## src/rtl/rxuart.sv

```systemverilog
// rtl/rxuart.sv - UART receiver, 8 data bits, one stop bit, fixed CLOCKS_PER_BAUD.
// Define RXUART_PARITY_EN to expect an even-parity bit after the data bits.
module rxuart #(
  parameter logic [15:0] CLOCKS_PER_BAUD = 16'd868
) (
  input  logic       i_clk,
  input  logic       i_reset,
  input  logic       i_uart_rx,
  output logic       o_wr,
  output logic [7:0] o_data,
  output logic       o_frame_err,
  output logic       o_parity_err
);

  localparam logic [15:0] HALF_BAUD = (CLOCKS_PER_BAUD >> 1) - 16'd1;
  localparam logic [15:0] BAUD_M1   = CLOCKS_PER_BAUD - 16'd1;

  typedef enum logic [3:0] {
    IDLE, START,
    BIT0, BIT1, BIT2, BIT3, BIT4, BIT5, BIT6, BIT7,
`ifdef RXUART_PARITY_EN
    PARITY,
`endif
    STOP, WAIT_HIGH
  } state_t;

  state_t      state, state_n;
  logic [15:0] cnt, cnt_n;
  logic        sample;
  logic        rx_q1, rx_s;
  logic [7:0]  shreg;
  logic        is_data;

  always_ff @(posedge i_clk or posedge i_reset) begin
    if (i_reset) begin
      rx_q1 <= 1'b1;
      rx_s  <= 1'b1;
      state <= IDLE;
      cnt   <= 16'd0;
    end else begin
      rx_q1 <= i_uart_rx;
      rx_s  <= rx_q1;
      state <= state_n;
      cnt   <= cnt_n;
    end
  end

  always_comb begin
    state_n = state;
    cnt_n   = cnt;
    sample  = 1'b0;
    case (state)
      IDLE: begin
        if (!rx_s) begin
          state_n = START;
          cnt_n   = HALF_BAUD;
        end
      end
      // Line held low after a frame (break): no start detection until it rises.
      WAIT_HIGH: begin
        if (rx_s) state_n = IDLE;
      end
      default: begin
        if (cnt == 16'd0) begin
          sample = 1'b1;
          cnt_n  = BAUD_M1;
          case (state)
            START: state_n = rx_s ? IDLE : BIT0;
`ifdef RXUART_PARITY_EN
            BIT7:   state_n = PARITY;
            PARITY: state_n = STOP;
`else
            BIT7:   state_n = STOP;
`endif
            STOP:    state_n = rx_s ? IDLE : WAIT_HIGH;
            default: state_n = state_t'(state + 4'd1);
          endcase
        end else begin
          cnt_n = cnt - 16'd1;
        end
      end
    endcase
  end

  assign is_data = (state >= BIT0) && (state <= BIT7);

`ifdef RXUART_PARITY_EN
  logic par_bit;

  always_ff @(posedge i_clk or posedge i_reset) begin
    if (i_reset) begin
      par_bit      <= 1'b0;
      o_parity_err <= 1'b0;
    end else begin
      if (sample && state == PARITY) par_bit <= rx_s;
      if (sample && state == STOP) o_parity_err <= (^shreg) ^ par_bit;
    end
  end
`else
  assign o_parity_err = 1'b0;
`endif

  always_ff @(posedge i_clk or posedge i_reset) begin
    if (i_reset) begin
      shreg       <= 8'h00;
      o_wr        <= 1'b0;
      o_data      <= 8'h00;
      o_frame_err <= 1'b0;
    end else begin
      o_wr <= sample && (state == STOP);
      if (sample && is_data) shreg <= {rx_s, shreg[7:1]};
      if (sample && state == STOP) begin
        o_data      <= shreg;
        o_frame_err <= !rx_s;
      end
    end
  end

endmodule

```

## config.mk

```make
export PLATFORM = sky130hd
export DESIGN_NAME = rxuart
export DESIGN_NICKNAME = d
export VERILOG_FILES = /design/src/rtl/rxuart.sv
export SDC_FILE = /design/constraint.sdc
export NUM_CORES = 1
export LEC_CHECK = 0
export ABC_AREA = 1
export CORE_ASPECT_RATIO = 0.5
export CORE_UTILIZATION = 53
export DETAILED_ROUTE_END_ITERATION = 7
export GPL_TIMING_DRIVEN = 1
export PLACE_DENSITY = 0.74
export SETUP_SLACK_MARGIN = 0.5
export SKIP_CTS_REPAIR_TIMING = 1
export SLEW_MARGIN = 20
export SYNTH_ARGS = -nofsm -noshare
export SYNTH_HDL_FRONTEND = slang
export SYNTH_SLANG_ARGS = --single-unit
```

## constraint.sdc

```tcl
create_clock -name i_clk -period 1.6 [get_ports i_clk]
set_input_delay 0.4 -clock i_clk [delete_from_list [all_inputs] [get_ports i_clk]]
set_output_delay 0.4 -clock i_clk [all_outputs]
set_load 0.1 [all_outputs]
```

* Word-level counts from Yosys, hierarchy flattened
Index checks and enable logic that the tools add are counted.
** Word-level totals
- Flip-flop bits (word level) :: 40
- Output and inout port bits :: 11
** Operators by class
- Add/subtract/negate cells :: 2
- $lt $le $gt $ge :: 2
- Equal/unequal tests :: 6
- Muxes and demuxes :: 12
- Bitwise gates (word level) :: 1
- Reductions and logical operators :: 10
** Operator list (count)
- $mux W16 :: 2
- $pmux W16 S2 :: 1
- $logic_not A16 Y1 :: 1
- $mux W4 :: 4
- $sub A16 B1 Y16 const B :: 1
- $eq A4 B4 Y1 const B :: 3
- $pmux W4 S3 :: 1
- $pmux W4 S2 :: 1
- $add A4 B1 Y4 const B :: 1
- $eq A4 B1 Y1 const B :: 1
- $ge A4 B2 Y1 const B :: 1
- $le A4 B4 Y1 const B :: 1
- $logic_not A4 Y1 :: 1
- $ne A2 B2 Y1 const B :: 2
- $logic_and A1 B1 Y1 :: 3
- $reduce_and A3 Y1 :: 1
- $reduce_bool A3 Y1 :: 1
- $mux W1 :: 2
- $mux W2 :: 1
- $reduce_and A2 Y1 :: 1
- $reduce_or A2 Y1 :: 1
- $logic_not A1 Y1 :: 1
- $not A1 Y1 :: 1

* Logic depth before layout (Yosys ltp)
Gate-level depths: netlist of run 1.
- Depth in word-level cells :: 4
- Mapped depth :: 10
- Mapped depth without buffers :: 9

* Least setup slack after synthesis of run 1
OpenSTA, ideal clock, no wires.
- Path kind :: register to register
- From :: reg cnt[0]
- To :: reg o_frame_err
- Arrival time :: 1477 ps
- Data required time :: 1479 ps
- Slack :: 2 ps
- Stages on the path, launching flop included :: 11
- Clock period less this slack :: 1598 ps
- Cell sequence :: dfrtp_1 > inv_1 > ha_1 > nand3_2 > nor2_2 > nand2_2 > nor2_8 > nand2_4 > buf_6 > nand2_2 > o21ai_2
** Between the ends
- Longest elaborated chain between the ends :: 4
** Ends and longest elaborated chain
- start, declared :: line 28 : logic [15:0] cnt, cnt_n;
- start signal, assigned :: line 44 : cnt <= cnt_n;
- $logic_not A16 Y1 :: line 64 : if (cnt == 16'd0) begin
- $mux W1 :: line 64
- $mux W1 :: line 52 : case (state)
- $logic_and A1 B1 Y1 :: line 112 : if (sample && state == STOP) begin
- end signal, assigned :: line 114 : o_frame_err <= !rx_s;
- end, declared :: line 11 : output logic o_frame_err,
No other way between the ends.
A chain may end at the register's enable or synchronous reset.

* Final worst setup path of run 1
- From :: reg cnt[1]
- To :: reg state[1]
** Between the ends
- Longest elaborated chain between the ends :: 3
** Ends and longest elaborated chain
- $logic_not A16 Y1 :: line 64
- $reduce_bool A3 Y1 (no source line)
- $reduce_and A3 Y1 (no source line)
- end signal, assigned :: line 43 : state <= state_n;
- end, declared :: line 27 : state_t state, state_n;
No other way between the ends.

==> results of run 1 <==
-- routing by layer --
| layer | wire [um] | track usage | up-vias |
|---|---|---|---|
| met5 | 0 | 0 | - |
| met4 | 326 | 0.1061 | 0 |
| met3 | 491 | 0.06289 | 41 |
| met2 | 3121 | 0.3897 | 138 |
| met1 | 2733 | 0.3194 | 1050 |
| li1 | - | - | 1016 |
-- layout make-up --
cell class,count,area [um2]
clock buffers,6,82.58
inverters,35,152.6
fillers,206,696.9
flip-flops and latches,40,1022
repair buffers,50,540.5
multi-input cells,206,1423
well taps,54,67.56
clock inverters,2,38.79
-- logic make-up (layout without fill, tap and decap cells) --
kind of cell,after synthesis,in the layout,synth area share
adder cells (fa/ha/maj),5,5,0.02726
AND/OR/NAND/NOR,156,158,0.3157
AO/OA/AOI/OAI,36,36,0.1101
flip-flops,40,40,0.4373
buffers and inverters,41,93,0.08506
XOR/XNOR,6,6,0.02290
other,1,1,0.001634
-- synthesized netlist by cell type (2+ instances only) --
cell,instances
a21oi_1,5
buf_6,5
dfrtp_1,38
dfstp_2,2
ha_1,5
inv_1,30
inv_2,5
nand2_1,82
nand2_2,8
nand2_4,3
nand3_1,22
nand3_2,2
nand4_1,5
nor2_1,25
nor2_2,4
nor2_4,2
nor3_1,2
o211ai_1,3
o21ai_0,3
o21ai_1,6
o21ai_2,16
o22ai_1,2
xnor2_1,3
xor2_1,3
-- power by group --
group | leakage [nW] | switching [W] | total, W | internal (W)
combinational | 0.934 | 0.0000429 | 0.0000575 | 0.0000146
sequential | 0.508 | 0.00000132 | 0.00102 | 0.00101
clock | 0.0614 | 0.000375 | 0.000885 | 0.000510
-- per-stage QoR --
stage / util / hold WS [ns] / instance area [um2] / std cells / total power (W)
after CTS: 0.7096 / 0.3621 / 2855 / 364 / 0.001964
after floorplan: - / 0.3452 / 2419 / 285 / 0.001073
after global routing: 0.8268 / 0.3671 / 3327 / 393 / 0.002022
after detailed placement: 0.6794 / 0.3506 / 2734 / 356 / 0.001093
final: 0.8268 / 0.3622 / 3327 / 393 / 0.001958
after global placement: 0.6794 / 0.3463 / 2734 / 356 / 0.001091
-- state kept, by name, indices dropped and copies added, names as in the netlist --
name	count
rx_s	1
o_wr	1
shreg	8
cnt	16
state	4
o_frame_err	1
rx_q1	1
o_data	8
-- critical path: cells and delay by family (launching register included) --
family        cells  cell delay (ns)
simple gates      6             0.78
fa+ha+maj         1             0.17
flops             1             0.43
buf+inv           2             0.22
-- worst paths after layout --
check | slack (ns) | endpoint | cells past startpoint
min reg2reg | 0.36 | rx_s$_DFF_PP1_ | 0
min in group asynchronous | 0.38 | cnt[0]$_DFFE_PP0P_ | 2
min | 0.36 | rx_s$_DFF_PP1_ | 0
max in group asynchronous | 0.75 | state[3]$_DFFE_PP0P_ | 3
max reg2reg | -0.07 | state[1]$_DFFE_PP0P_ | 9
max | -0.07 | state[1]$_DFFE_PP0P_ | 9
==> metrics.md, run 1 <==
| Metric | Value |
|---|---|
| Unique masters post-synth | 28 |
| Hold Violations, Final | 0 |
| HP Class | reg -> reg |
| Grt total ovfl | 0 |
| Final WS setup | -0.07470 ns |
| Synthesized area per cell | 8.052 um2 |
| WP data arrival | 1.91 ns |
| Net count after synthesis | a little under 300 |
| Cells after Synth | 285 |
| Pre-antenna DRT Iters | 5 |
| Die Span X | 95.06 um |
| Peak Freq | 0.5971 GHz |
| Pin count of the biggest net entering global routing | 21 |
| H-tree depth | 2 |
| CTS max path bufs | 2 |
| Layout overhead on the synthesized area | 44.98% |
| Clock Skew | 0.008629 ns |
| TritonCTS clock tree | yes |
| Site row count | 16 |
| Critical path data required time | 1.83 ns |
| Ys async rst share | 1.000 |
| CTS root buf | clkbuf_8 |
| Crit-path slowest cell | dfrtp_1 |
| Peak VDD IR | 0.6091 mV |
| Failing checks | setup timing |
| Top cells by area, synth | dfrtp_1 41%, nand2_1 13%, o21ai_2 6.1% |
| Crit. Startpoint | cnt[1]$_DFFE_PP0P_ |
| RSZ-0062 raised after global routing | true |
| I/O Buffers | 12 |
| Final nets | about 350 |
| Commonest cells after routing, fill and taps aside | 59 x nand2_1, 31 x buf_4, 23 x dfrtp_1, 21 x inv_1, 21 x o21ai_2 |
| Final setup fails | 24 |
| Cell Area, Synth | 0.002295 mm2 |
| Crit path time final | 1.675 ns |
| Routed Antenna Nets | 0 |
| Initial antenna violation count | 0 |
| Seq/Total Area, Yosys | 0.4373 |
| Vias | 2245 |
| # clock sinks | 40 |
| Initial core utilization | 0.5703 |
| Post-synth EDFFs | 0 |
| IO Pins | 14 |
| Vias in the first global route | 1851 |
| Post-DR wirelength/cell | 16.98 um |
| Initial DRC count | 151 |
| GP Congestion | 1.022 |
| CP max stage delay | 0.43 ns |
| Commonest non-fill, non-tap cell in the layout | nand2_1 |
| Static leakage | around 1.5 nW |
| Number of synthesis warnings | 0 |
| Synth Register Bits | 40 |
| Crit Path Max Fanout | 6 |
| Hold wc startpoint | rx_q1$_DFF_PP1_ |
| GR Util All Layers | 0.2458 |
| Core box area | around 0.0040 mm2 |
| Top_reg_cell synth | dfrtp_1 |
| FF-to-FF Start | cnt[1]$_DFFE_PP0P_ |
| Drt drc | 0 |
| Critical path type | reg -> reg |
| TritonCTS buffer count | 5 |
| Drt via density | 5.712 |
| Yosys top cell area share | 0.4144 |
| Critical Path End Type | flop |
| Dpl hpwl | 3.650 mm |
| Pre-CTS WS | -0.01075 ns |
| Critical Path, Cell by Cell | inv_2 -> ha_4 -> nand2_4 -> nor2_4 -> nand4_1 -> nand2_4 -> buf_6 -> nand3_1 -> nand2_1 |
| Total routed wirelength | 6.673 mm |
| Clock latency on the worst-skew pair | 0.30 ns |
| PwrDens | 588.5 mW/mm2 |
| Antenna Cells | 0 |
| Final Cycle Share | 1.047 |
| Clock slew at reported path FFs | 0.08 ns |
| First-pass GRT wire length | 8.473 mm |
| DIE AREA | 0.004613 mm2 |
| Ratio of cells with drive above 1 in the final layout | 0.4956 |
| Slew Limit Fails | 0 |
| Setup TNS | -0.4902 ns |
| Crit start category | flop |
| Cell mode on critical path | nand2_4 |
| Die Ht | 48.53 um |
| Top cell type by total area after synthesis | dfrtp_1 |
| Max-cap violations | 0 |
| Status | complete, but fails checks |
Power figures use the tool's default switching activity.
==> run 2: changes to the inputs <==
--- a/config.mk
+++ b/config.mk
@@ -6,11 +6,11 @@
 export NUM_CORES = 1
 export LEC_CHECK = 0
 export ABC_AREA = 1
+export CAP_MARGIN = 20
 export CORE_ASPECT_RATIO = 0.5
-export CORE_UTILIZATION = 53
+export CORE_UTILIZATION = 60
 export DETAILED_ROUTE_END_ITERATION = 7
-export GPL_TIMING_DRIVEN = 1
-export PLACE_DENSITY = 0.74
+export PLACE_DENSITY = 0.79
 export SETUP_SLACK_MARGIN = 0.5
 export SKIP_CTS_REPAIR_TIMING = 1
 export SLEW_MARGIN = 20
==> constraint.sdc (replaced) <==
create_clock -name i_clk -period 2.2 [get_ports i_clk]
set_input_delay 0.55 -clock i_clk [delete_from_list [all_inputs] [get_ports i_clk]]
set_output_delay 0.55 -clock i_clk [all_outputs]
set_load 0.1 [all_outputs]
==> run 2 against run 1 <==
Against the previous run:
- the flow now finishes without violations
- combinational power shrank 39%
- global-route usage shrank 0.56 points
- cell count shrank 8.7%
- setup slack gained 0.62 ns
- worst hold slack lost 0.0028 ns
- cell area shrank 21%
- maximum frequency grew 1.4%
- critical path type unchanged
- highest routed layer unchanged
==> metrics.md, run 2 (synthesis results as in run 1) <==
| Metric | Value |
|---|---|
| Status | completed (was complete, but fails checks) |
| HP Class | reg -> reg (unchanged) |
| Ratio of cells with drive above 1 in the final layout | 0.2630 (was 0.4956) |
| FF-to-FF Start | cnt[0]$_DFFE_PP0P_ (was cnt[1]$_DFFE_PP0P_) |
| Die Span X | 89.46 um (was 95.06 um) |
| Total power | 0.001295 W (was 0.001958 W) |
| Pre-CTS WS | 0.4353 ns (was -0.01075 ns) |
| Vias in the first global route | 1631 (was 1851) |
| Worst hold margin | 0.3594 ns (was 0.3622 ns) |
| Placed Instances | 343 (was 356) |
| CP max stage delay | 0.40 ns (was 0.43 ns) |
| Largest register FFs | 16 (unchanged) |
| Hold Violations, Final | 0 (unchanged) |
| GR Util All Layers | 0.2402 (was 0.2458) |
| Static leakage | 1.305 nW (was 1.503 nW) |
| Gr busiest metal | met2 (unchanged) |
| Commonest cells after routing, fill and taps aside | 79 x nand2_1, 36 x dfrtp_1, 26 x inv_1, 25 x nor2_1, 22 x nand3_1 (was 59 x nand2_1, 31 x buf_4, 23 x dfrtp_1, 21 x inv_1, 21 x o21ai_2) |
| Hold wc startpoint | rx_q1$_DFF_PP1_ (unchanged) |
| Multi-input gate area | 0.001172 mm2 (was 0.001423 mm2) |
| Site row count | 15 (was 16) |
| Biggest regs | cnt (16), o_data (8), shreg (8) (unchanged) |
| Crit Path Max Fanout | 17 (was 6) |
| Reg area | 0.001006 mm2 (was 0.001022 mm2) |
| Layout overhead on the synthesized area | 14.72% (was 44.98%) |
| TritonCTS clock tree | yes (unchanged) |
| Met3 GRT Util | 0.06522 (was 0.06289) |
| Critical Path, Cell by Cell | inv_2 -> ha_4 -> nand3_2 -> nor2_4 -> nand2_2 -> nor2_8 -> nand2_8 -> nand2_1 -> o21ai_2 (was inv_2 -> ha_4 -> nand2_4 -> nor2_4 -> nand4_1 -> nand2_4 -> buf_6 -> nand3_1 -> nand2_1) |
| Crit-path slowest cell | dfrtp_1 (unchanged) |
| Clock power share | 0.403 (was 0.452) |
| Dpl hpwl | 3.095 mm (was 3.650 mm) |
| Grt met1 use | 0.3057 (was 0.3194) |
| CTS root buf | clkbuf_8 (unchanged) |
| Initial DRC count | 96 (was 151) |
| IO Pins | 14 (unchanged) |
| Slew Limit Fails | 0 (unchanged) |
| Critical path type | reg -> reg (unchanged) |
| Peak VDD IR | 0.3288 mV (was 0.6091 mV) |
| GP Congestion | 0.9083 (was 1.022) |
| Biggest register | cnt (unchanged) |
| Critical Path End Type | flop (unchanged) |
| RSZ-0062 raised after global routing | true (unchanged) |
| Drt via density | 5.201 (was 5.712) |
| Routed Antenna Nets | 0 (unchanged) |
| CTS max path bufs | 2 (unchanged) |
| Final setup fails | 0 (was 24) |
| Sequential power share | 0.570 (was 0.519) |
| Setup TNS | 0 ns (was -0.4902 ns) |
| Fillcell total | 259 (was 206) |
| PwrDens | 491.9 mW/mm2 (was 588.5 mW/mm2) |
| Reg2Reg Depth | 9 (unchanged) |
| Final non-filler cell total | 359 (was 393) |
| Pre-antenna DRT Iters | 4 (was 5) |
| Crit. Startpoint | cnt[0]$_DFFE_PP0P_ (was cnt[1]$_DFFE_PP0P_) |
| Grt total ovfl | 0 (unchanged) |
| TritonCTS buffer count | 5 (unchanged) |
| WP data arrival | 1.84 ns (was 1.91 ns) |
| Clock latency on the worst-skew pair | 0.30 ns (about the same) |
| Vias | 1867 (was 2245) |
| Int Power | 0.0009982 W (was 0.001539 W) |
| Total routed wirelength | 4.330 mm (was 6.673 mm) |
| Initial core utilization | 0.6469 (was 0.5703) |
| H-tree depth | 2 (unchanged) |
| Logic pwr share | 0.027 (was 0.029) |
| Pin count of the biggest net entering global routing | 41 (was 21) |
| Clock slew at reported path FFs | 0.09 ns (was 0.08 ns) |
| Final nets | 315 (was 346) |
| Initial antenna violation count | 0 (unchanged) |
| Die Ht | 45.73 um (was 48.53 um) |
| Met2 usage in global routing | 0.4031 (was 0.3897) |
| DIE AREA | 0.004091 mm2 (was 0.004613 mm2) |
| Post-DR wirelength/cell | 12.06 um (was 16.98 um) |
| I/O Buffers | 12 (unchanged) |
| Commonest non-fill, non-tap cell in the layout | nand2_1 (unchanged) |
| Crit start category | flop (unchanged) |
| First-pass GRT wire length | 7.079 mm (was 8.473 mm) |
| Drt drc | 0 (unchanged) |
| # clock sinks | 40 (unchanged) |
| Sw frac | 0.2292 (was 0.2140) |
| Critical path data required time | 2.39 ns (was 1.83 ns) |
| Final Cycle Share | 0.7505 (was 1.047) |
| Clock Skew | 0.01332 ns (was 0.008629 ns) |
| Antenna Cells | 0 (unchanged) |
| Crit path time final | 1.651 ns (was 1.675 ns) |
| Peak Freq | 0.6057 GHz (was 0.5971 GHz) |
| Net Sw Power | 0.0002967 W (was 0.0004189 W) |
| Final WS setup | 0.5489 ns (was -0.07470 ns) |
| Core box area | 0.003547 mm2 (was 0.004024 mm2) |
| Hold Path Stages | 0 (unchanged) |
| Max-cap violations | 0 (unchanged) |
==> run 2: path summary, 6_finish.rpt <==
check	slack [ns]	end
setup / recovery	0.55	o_data[1]$_DFFE_PP0P_
hold / removal	0.36	rx_s$_DFF_PP1_
setup reg to reg	0.55	o_data[1]$_DFFE_PP0P_
hold reg to reg	0.36	rx_s$_DFF_PP1_
max in group asynchronous	1.15	state[1]$_DFFE_PP0P_
min in group asynchronous	0.68	shreg[4]$_DFFE_PP0P_
==> run 2: power by group through the flow <==
stage | clock network [W] | registers [W] | logic [W]
2_1_floorplan | 0 | 0.000753 | 0.0000246
3_3_place_gp | 0 | 0.000753 | 0.0000328
3_5_place_dp | 0 | 0.000753 | 0.0000334
4_1_cts | 0.000531 | 0.000739 | 0.0000333
5_1_grt | 0.000559 | 0.000739 | 0.0000389
6_report | 0.000521 | 0.000739 | 0.0000348
==> run 2: stage by stage <==
step	area, um2	util
global route	2633	0.7422
global placement	2397	0.6758
finish	2633	0.7422
floorplan	2295	-
CTS	2495	0.7034
detailed placement	2397	0.6758
==> run 2: routing by layer <==
layer / vias up / part of all wire
met1: 871 / 0.50
met4: 0 / 0.012
met5: - / 0
met3: 8 / 0.048
met2: 39 / 0.44
li1: 949 / -
==> run 2: critical path, delay by kind of cell, from the launching register on <==
kind	cells	cell delay (ns)
compound gates	1	0.06
fa+ha+maj	1	0.15
buf+inv	1	0.08
flops	1	0.40
simple gates	6	0.86
==> run 2: area by class of cell <==
cell class,count,share of cell area
well taps,51,0.02424
repair buffers,20,0.05894
inverters,35,0.05228
multi-input cells,205,0.4453
clock buffers,6,0.03137
clock inverters,2,0.005703
flip-flops and latches,40,0.3821
==> run 3: changes to the inputs <==
--- a/config.mk
+++ b/config.mk
@@ -8,9 +8,9 @@
 export ABC_AREA = 1
 export CAP_MARGIN = 20
 export CORE_ASPECT_RATIO = 0.5
-export CORE_UTILIZATION = 60
+export CORE_UTILIZATION = 53
 export DETAILED_ROUTE_END_ITERATION = 7
-export PLACE_DENSITY = 0.79
+export PLACE_DENSITY = 0.74
 export SETUP_SLACK_MARGIN = 0.5
 export SKIP_CTS_REPAIR_TIMING = 1
 export SLEW_MARGIN = 20
==> constraint.sdc (replaced) <==
create_clock -name i_clk -period 1.5 [get_ports i_clk]
set_input_delay 0.375 -clock i_clk [delete_from_list [all_inputs] [get_ports i_clk]]
set_output_delay 0.375 -clock i_clk [all_outputs]
set_load 0.1 [all_outputs]
==> run 3 against run 2 <==
Against the previous run:
- cell area is 31% higher
- the flow now finishes with violations (setup timing)
- setup slack worse by 0.73 ns
- flip-flop and latch count stayed put
- die area is 13% higher
- worst hold slack better by 0.0096 ns
- clock power is 110% higher
- routed wire length is 71% higher
- cell count is 14% higher
- first-iteration DRC count is 100% higher
- largest cell class unchanged
- register-to-register slack worse by 0.73 ns
- via count is 27% higher
- clock skew is 0.0038 ns higher
==> metrics.md, run 3 (synthesis results as in run 1) <==
| Metric | Value |
|---|---|
| TritonCTS buffer count | 5 (unchanged) |
| RSZ-0062 raised after global routing | true (unchanged) |
| Clock Skew | 0.01710 ns (was 0.01332 ns) |
| Max-cap violations | 0 (unchanged) |
| Critical path type | reg -> reg (unchanged) |
| Die Ht | 48.53 um (was 45.73 um) |
| Die Span X | 95.06 um (was 89.46 um) |
| Sequential power share | 0.485 (was 0.570) |
| Peak VDD IR | 0.5826 mV (was 0.3288 mV) |
| Crit path time final | 1.676 ns (was 1.651 ns) |
| Clock slew at reported path FFs | 0.09 ns (about the same) |
| Net Sw Power | 0.0004695 W (was 0.0002967 W) |
| Final setup fails | 33 (was 0) |
| WP data arrival | 1.88 ns (was 1.84 ns) |
| Drt via density | 5.809 (was 5.201) |
| I/O Buffers | 12 (unchanged) |
| Layout overhead on the synthesized area | 50.65% (was 14.72%) |
| Reg area | 0.001044 mm2 (was 0.001006 mm2) |
| HP Class | reg -> reg (unchanged) |
| Initial core utilization | 0.5703 (was 0.6469) |
| Static leakage | 1.606 nW (was 1.305 nW) |
| GR Util All Layers | 0.2465 (was 0.2402) |
| Biggest register | cnt (unchanged) |
| PwrDens | 646.0 mW/mm2 (was 491.9 mW/mm2) |
| Pre-antenna DRT Iters | 5 (was 4) |
| Peak Freq | 0.5966 GHz (was 0.6057 GHz) |
| Drt drc | 0 (unchanged) |
| Initial antenna violation count | 0 (unchanged) |
| Multi-input gate area | 0.001408 mm2 (was 0.001172 mm2) |
| GP Congestion | 0.9502 (was 0.9083) |
| Crit-path slowest cell | dfrtp_2 (was dfrtp_1) |
| Critical Path End Type | flop (unchanged) |
| Cell mode on critical path | nand2_1 |
| Final nets | 361 (was 315) |
| Pin count of the biggest net entering global routing | 41 (unchanged) |
| Crit Path Max Fanout | 8 (was 17) |
| Commonest non-fill, non-tap cell in the layout | nand2_1 (unchanged) |
| Clock latency on the worst-skew pair | 0.32 ns (was 0.30 ns) |
| Critical Path, Cell by Cell | inv_2 -> ha_2 -> nand2_2 -> nand3_1 -> nand2_1 -> inv_4 -> nand2_8 -> nand2_1 -> o21ai_2 (was inv_2 -> ha_4 -> nand3_2 -> nor2_4 -> nand2_2 -> nor2_8 -> nand2_8 -> nand2_1 -> o21ai_2) |
| CP max stage delay | 0.49 ns (was 0.40 ns) |
| Grt total ovfl | 0 (unchanged) |
| Worst hold margin | 0.3690 ns (was 0.3594 ns) |
| # clock sinks | 40 (unchanged) |
| Total routed wirelength | 7.385 mm (was 4.330 mm) |
| Core box area | 0.004024 mm2 (was 0.003547 mm2) |
| Final core utilization | 0.8591 (was 0.7422) |
| Final WS setup | -0.1761 ns (was 0.5489 ns) |
| Final non-filler cell total | 408 (was 359) |
| Largest register FFs | 16 (unchanged) |
| IO Pins | 14 (unchanged) |
| Post-DR wirelength/cell | 18.10 um (was 12.06 um) |
| First-pass GRT wire length | 8.694 mm (was 7.079 mm) |
| Setup TNS | -2.209 ns (was 0 ns) |
| Slew Limit Fails | 0 (unchanged) |
| Biggest regs | cnt (16), o_data (8), shreg (8) (unchanged) |
| Initial DRC count | 194 (was 96) |
| Critical path data required time | 1.71 ns (was 2.39 ns) |
| Setup slack, reg-to-reg | -0.18 ns (was 0.55 ns) |
| Crit start category | flop (unchanged) |
| Clock power share | 0.487 (was 0.403) |
| Pre-CTS WS | -0.07776 ns (was 0.4353 ns) |
| TritonCTS clock tree | yes (unchanged) |
| Placed Instances | 375 (was 343) |
| Status | complete, but fails checks (was completed) |
| Vias in the first global route | 1925 (was 1631) |
| DIE AREA | 0.004613 mm2 (was 0.004091 mm2) |
| Sw frac | 0.2102 (was 0.2292) |
| Routed Antenna Nets | 0 (unchanged) |
| Crit path max-delay family | simple AND/OR/NAND/NOR gates (unchanged) |
| CP Buf/Inv Count | 2 (was 1) |
| Logic pwr share | 0.028 (was 0.027) |
| Int Power | 0.001764 W (was 0.0009982 W) |
| Final Cycle Share | 1.117 (was 0.7505) |
| Fillcell total | 200 (was 259) |
| H-tree depth | 2 (unchanged) |
| Commonest cells after routing, fill and taps aside | 65 x nand2_1, 45 x buf_4, 26 x dfrtp_1, 22 x inv_1, 20 x nand3_1 (was 79 x nand2_1, 36 x dfrtp_1, 26 x inv_1, 25 x nor2_1, 22 x nand3_1) |
| Failing checks | setup timing |
| Dpl hpwl | 3.833 mm (was 3.095 mm) |
| CTS max path bufs | 2 (unchanged) |
| Ratio of cells with drive above 1 in the final layout | 0.4831 (was 0.2630) |
| Vias | 2370 (was 1867) |
| Hold Violations, Final | 0 (unchanged) |
| CTS root buf | clkbuf_8 (unchanged) |
| Antenna Cells | 0 (unchanged) |
| Site row count | 16 (was 15) |
-- run 3: cell type report --
class,instances,share of cell area
Tap cell,54,0.01954
Sequential cell,40,0.3018
Inverter,35,0.04379
Clock inverter,2,0.01737
Clock buffer,6,0.02099
Multi-Input combinational cell,207,0.4072
Timing Repair Buffer,64,0.1893
-- run 3: worst paths after layout --
check	start	end	cells after the start
worst max-delay path	state[1]$_DFFE_PP0P_	shreg[1]$_DFFE_PP0P_	9
worst max register to register	state[1]$_DFFE_PP0P_	shreg[1]$_DFFE_PP0P_	9
worst min-delay path	rx_q1$_DFF_PP1_	rx_s$_DFF_PP1_	0
min in group asynchronous	i_reset	o_data[1]$_DFFE_PP0P_	3
max in group asynchronous	i_reset	rx_s$_DFF_PP1_	3
worst min register to register	rx_q1$_DFF_PP1_	rx_s$_DFF_PP1_	0
-- run 3: stage by stage --
stage | power, W | area, um2
finish | 0.002233 | 3457
global route | 0.002284 | 3457
CTS | 0.002207 | 3034
detailed placement | 0.001166 | 2902
global placement | 0.001165 | 2902
floorplan | 0.001145 | 2444
-- run 3: routing by layer --
layer,vias to the layer above,part of all wire,global-route usage
met5,-,0,0
met4,0,0.045,0.1086
met3,44,0.085,0.05975
met2,160,0.47,0.3693
met1,1125,0.39,0.3398
li1,1041,-,-
-- run 3: power by group through the flow --
stage / combinational (W) / clock [W] / sequential, W
6_report: 0.0000620 / 0.00109 / 0.00108
5_1_grt: 0.0000682 / 0.00113 / 0.00108
4_1_cts: 0.0000610 / 0.00106 / 0.00108
3_5_place_dp: 0.0000607 / 0 / 0.00111
3_3_place_gp: 0.0000597 / 0 / 0.00111
2_1_floorplan: 0.0000396 / 0 / 0.00111
==> edit: new RTL, config.mk and constraints of run 3 <==
The option `RXUART_PARITY_EN` is turned on by a define.
--- a/src/rtl/rxuart.sv
+++ b/src/rtl/rxuart.sv
@@ -1,4 +1,6 @@
 // rtl/rxuart.sv - UART receiver, 8 data bits, one stop bit, fixed CLOCKS_PER_BAUD.
 // Define RXUART_PARITY_EN to expect an even-parity bit after the data bits.
+`define RXUART_PARITY_EN
+
 module rxuart #(
   parameter logic [15:0] CLOCKS_PER_BAUD = 16'd868
Behaviour: no difference found for any inputs over 10 cycles, from zero or initial values and one cycle with i_reset high; that may be too few to reach the edited logic, so the function may still have changed.
==> edit against run 3 <==
The run still ends with negative setup slack left; clock power down 18%; maximum frequency grew 0.27%; wire length down 9.4%; sequential cell count increased by 2; critical path depth shrank 1; worst setup slack better by 0.0045 ns; core utilization increased by 1.4 points; design area grew 4.1%; largest power group is now sequential cells; synthesized area up 5.5%; first-iteration DRC count shrank 38%; global-route usage fell by 0.53 points; total power shrank 6.9%; largest cell class unchanged.
==> edit: results (changes against run 3) <==
Power and ir drop
  • Worst vdd ir: 437 µV (-25%)
  • Leakage: 0.00174 µW (+8.3%)
  • Sw frac: 20.8% (-0.23 points)

Setup path
  • Critical Path AT: 1.85 ns (-0.03 ns)
  • Critical-path maximum fanout: 7 (-1)
  • CP max stage delay: 0.47 ns (-0.02 ns)

Place
  • Placed Cells: 413 (+10%)
  • GP Congestion: 0.888 (-6.6%)
  • Port bufs: 13 (+1)
  • Hpwl dp: 4050 µm (+5.8%)

Routing
  • Total Wirelength: 6690 µm (-9.4%)
  • Residual DRC: 0 (unchanged)
  • Via count: 2346 (-1.0%)
  • DRT iter0 DRCs: 120 (-38%)
  • Post-DR wirelength/cell: 15.2 µm (-16%)
  • DR pass1 iterations: 4 (-1)

Global routing
  • Vias in the first global route: 2104 (+9.3%)
  • First-pass GRT wire length: 9250 µm (+6.4%)
  • Largest net degree at the start of global routing: 20 (-51%)
  • Met2 usage: 43.1% (+6.2 points)
  • Met1 Use GR: 30.3% (-3.7 points)
  • Global Route Usage Sum: 24.1% (-0.53 points)
  • M3 GR Usage: 5.11% (-0.87 points)

Clock tree
  • Insertion delay to the later sink of the worst-skew pair: 0.30 ns (-0.02 ns)

Timing
  • Setup TNS: -2.46 ns (-0.254 ns)
  • Setup ws final: -0.172 ns (+0.00447 ns)
  • Worst Clk Skew: 0.0104 ns (-0.00673 ns)
  • Final setup vio count: 32 (-3.0%)

Logic synthesis
  • Predominant post-synthesis flop cell: dfrtp_1
  • Post-synth net total: 322 (+9.9%)
  • Area contributors post-synth: dfrtp_1, nand2_1, inv_1, nor2_1, nand3_1
  • Register area share after synthesis: 43.5% (-0.22 points)
  • Cell variety after synth: 32 (+14%)
  • Commonest cells in the netlist: nand2_1, dfrtp_1, inv_1
  • Syn Area/Cell: 7.74 µm² (-3.9%)

Final layout
  • Nets@finish: 393 (+8.9%)
  • Biggest regs: cnt x16, o_data x8, shreg x8
  • Share of cells above drive strength 1: 44.2% (-4.1 points)
  • Filler instances: 202 (+1.0%)

Run status
  • Failing checks: negative setup slack
  • Status: finished, violations left
edit: cells by family (layout without fill, tap and decap cells):
logic type	count (synthesis)	after routing	synth area share [%]
adder cells (fa/ha/maj)	6	6	3.10
flip-flops	42	42	43.5
AND/OR/NAND/NOR	169	169	31.1
XOR/XNOR	9	9	3.26
buffers and inverters	46	118	8.53
AO/OA/AOI/OAI	41	41	10.5
edit: final cells by class:
type / count / share of cell area, %
inverters: 41 / 4.94
clock buffers: 6 / 2.02
flip-flops and latches: 42 / 30.4
multi-input cells: 225 / 39.2
well taps: 54 / 1.88
clock inverters: 2 / 1.04
repair buffers: 69 / 20.5
edit: worst paths after layout:
kind                               from        end  slack [ns]  cells after the start
max in group asynchronous       i_reset   state[3]        0.69                      3
worst min-delay path              rx_q1       rx_s        0.36                      0
min in group asynchronous       i_reset  o_data[2]        0.39                      2
worst min register to register    rx_q1       rx_s        0.36                      0
worst max-delay path             cnt[4]   state[3]       -0.17                      8
worst max register to register   cnt[4]   state[3]       -0.17                      8
edit: stage by stage:
stage	cell area (µm²)	worst slack (ns)
after CTS	3180	-0.186
after floorplan	2510	-0.0517
after global routing	3600	-0.290
final	3600	-0.172
after global placement	3070	-0.114
after detailed placement	3070	-0.114
edit: power groups by stage:
stage                     clock [µW]  sequential [µW]  combinational (µW)
final                            899             1140                41.0
after CTS                        914             1140                42.3
after global routing             949             1140                48.3
after floorplan                    0             1160                19.0
after global placement             0             1160                41.1
after detailed placement           0             1160                42.2
edit: layer usage:
layer / routed length (µm) / vias to the layer above
met5: 0 / -
met4: 84 / 0
met3: 291 / 11
met2: 3460 / 68
met1: 2860 / 1135
li1: - / 1132
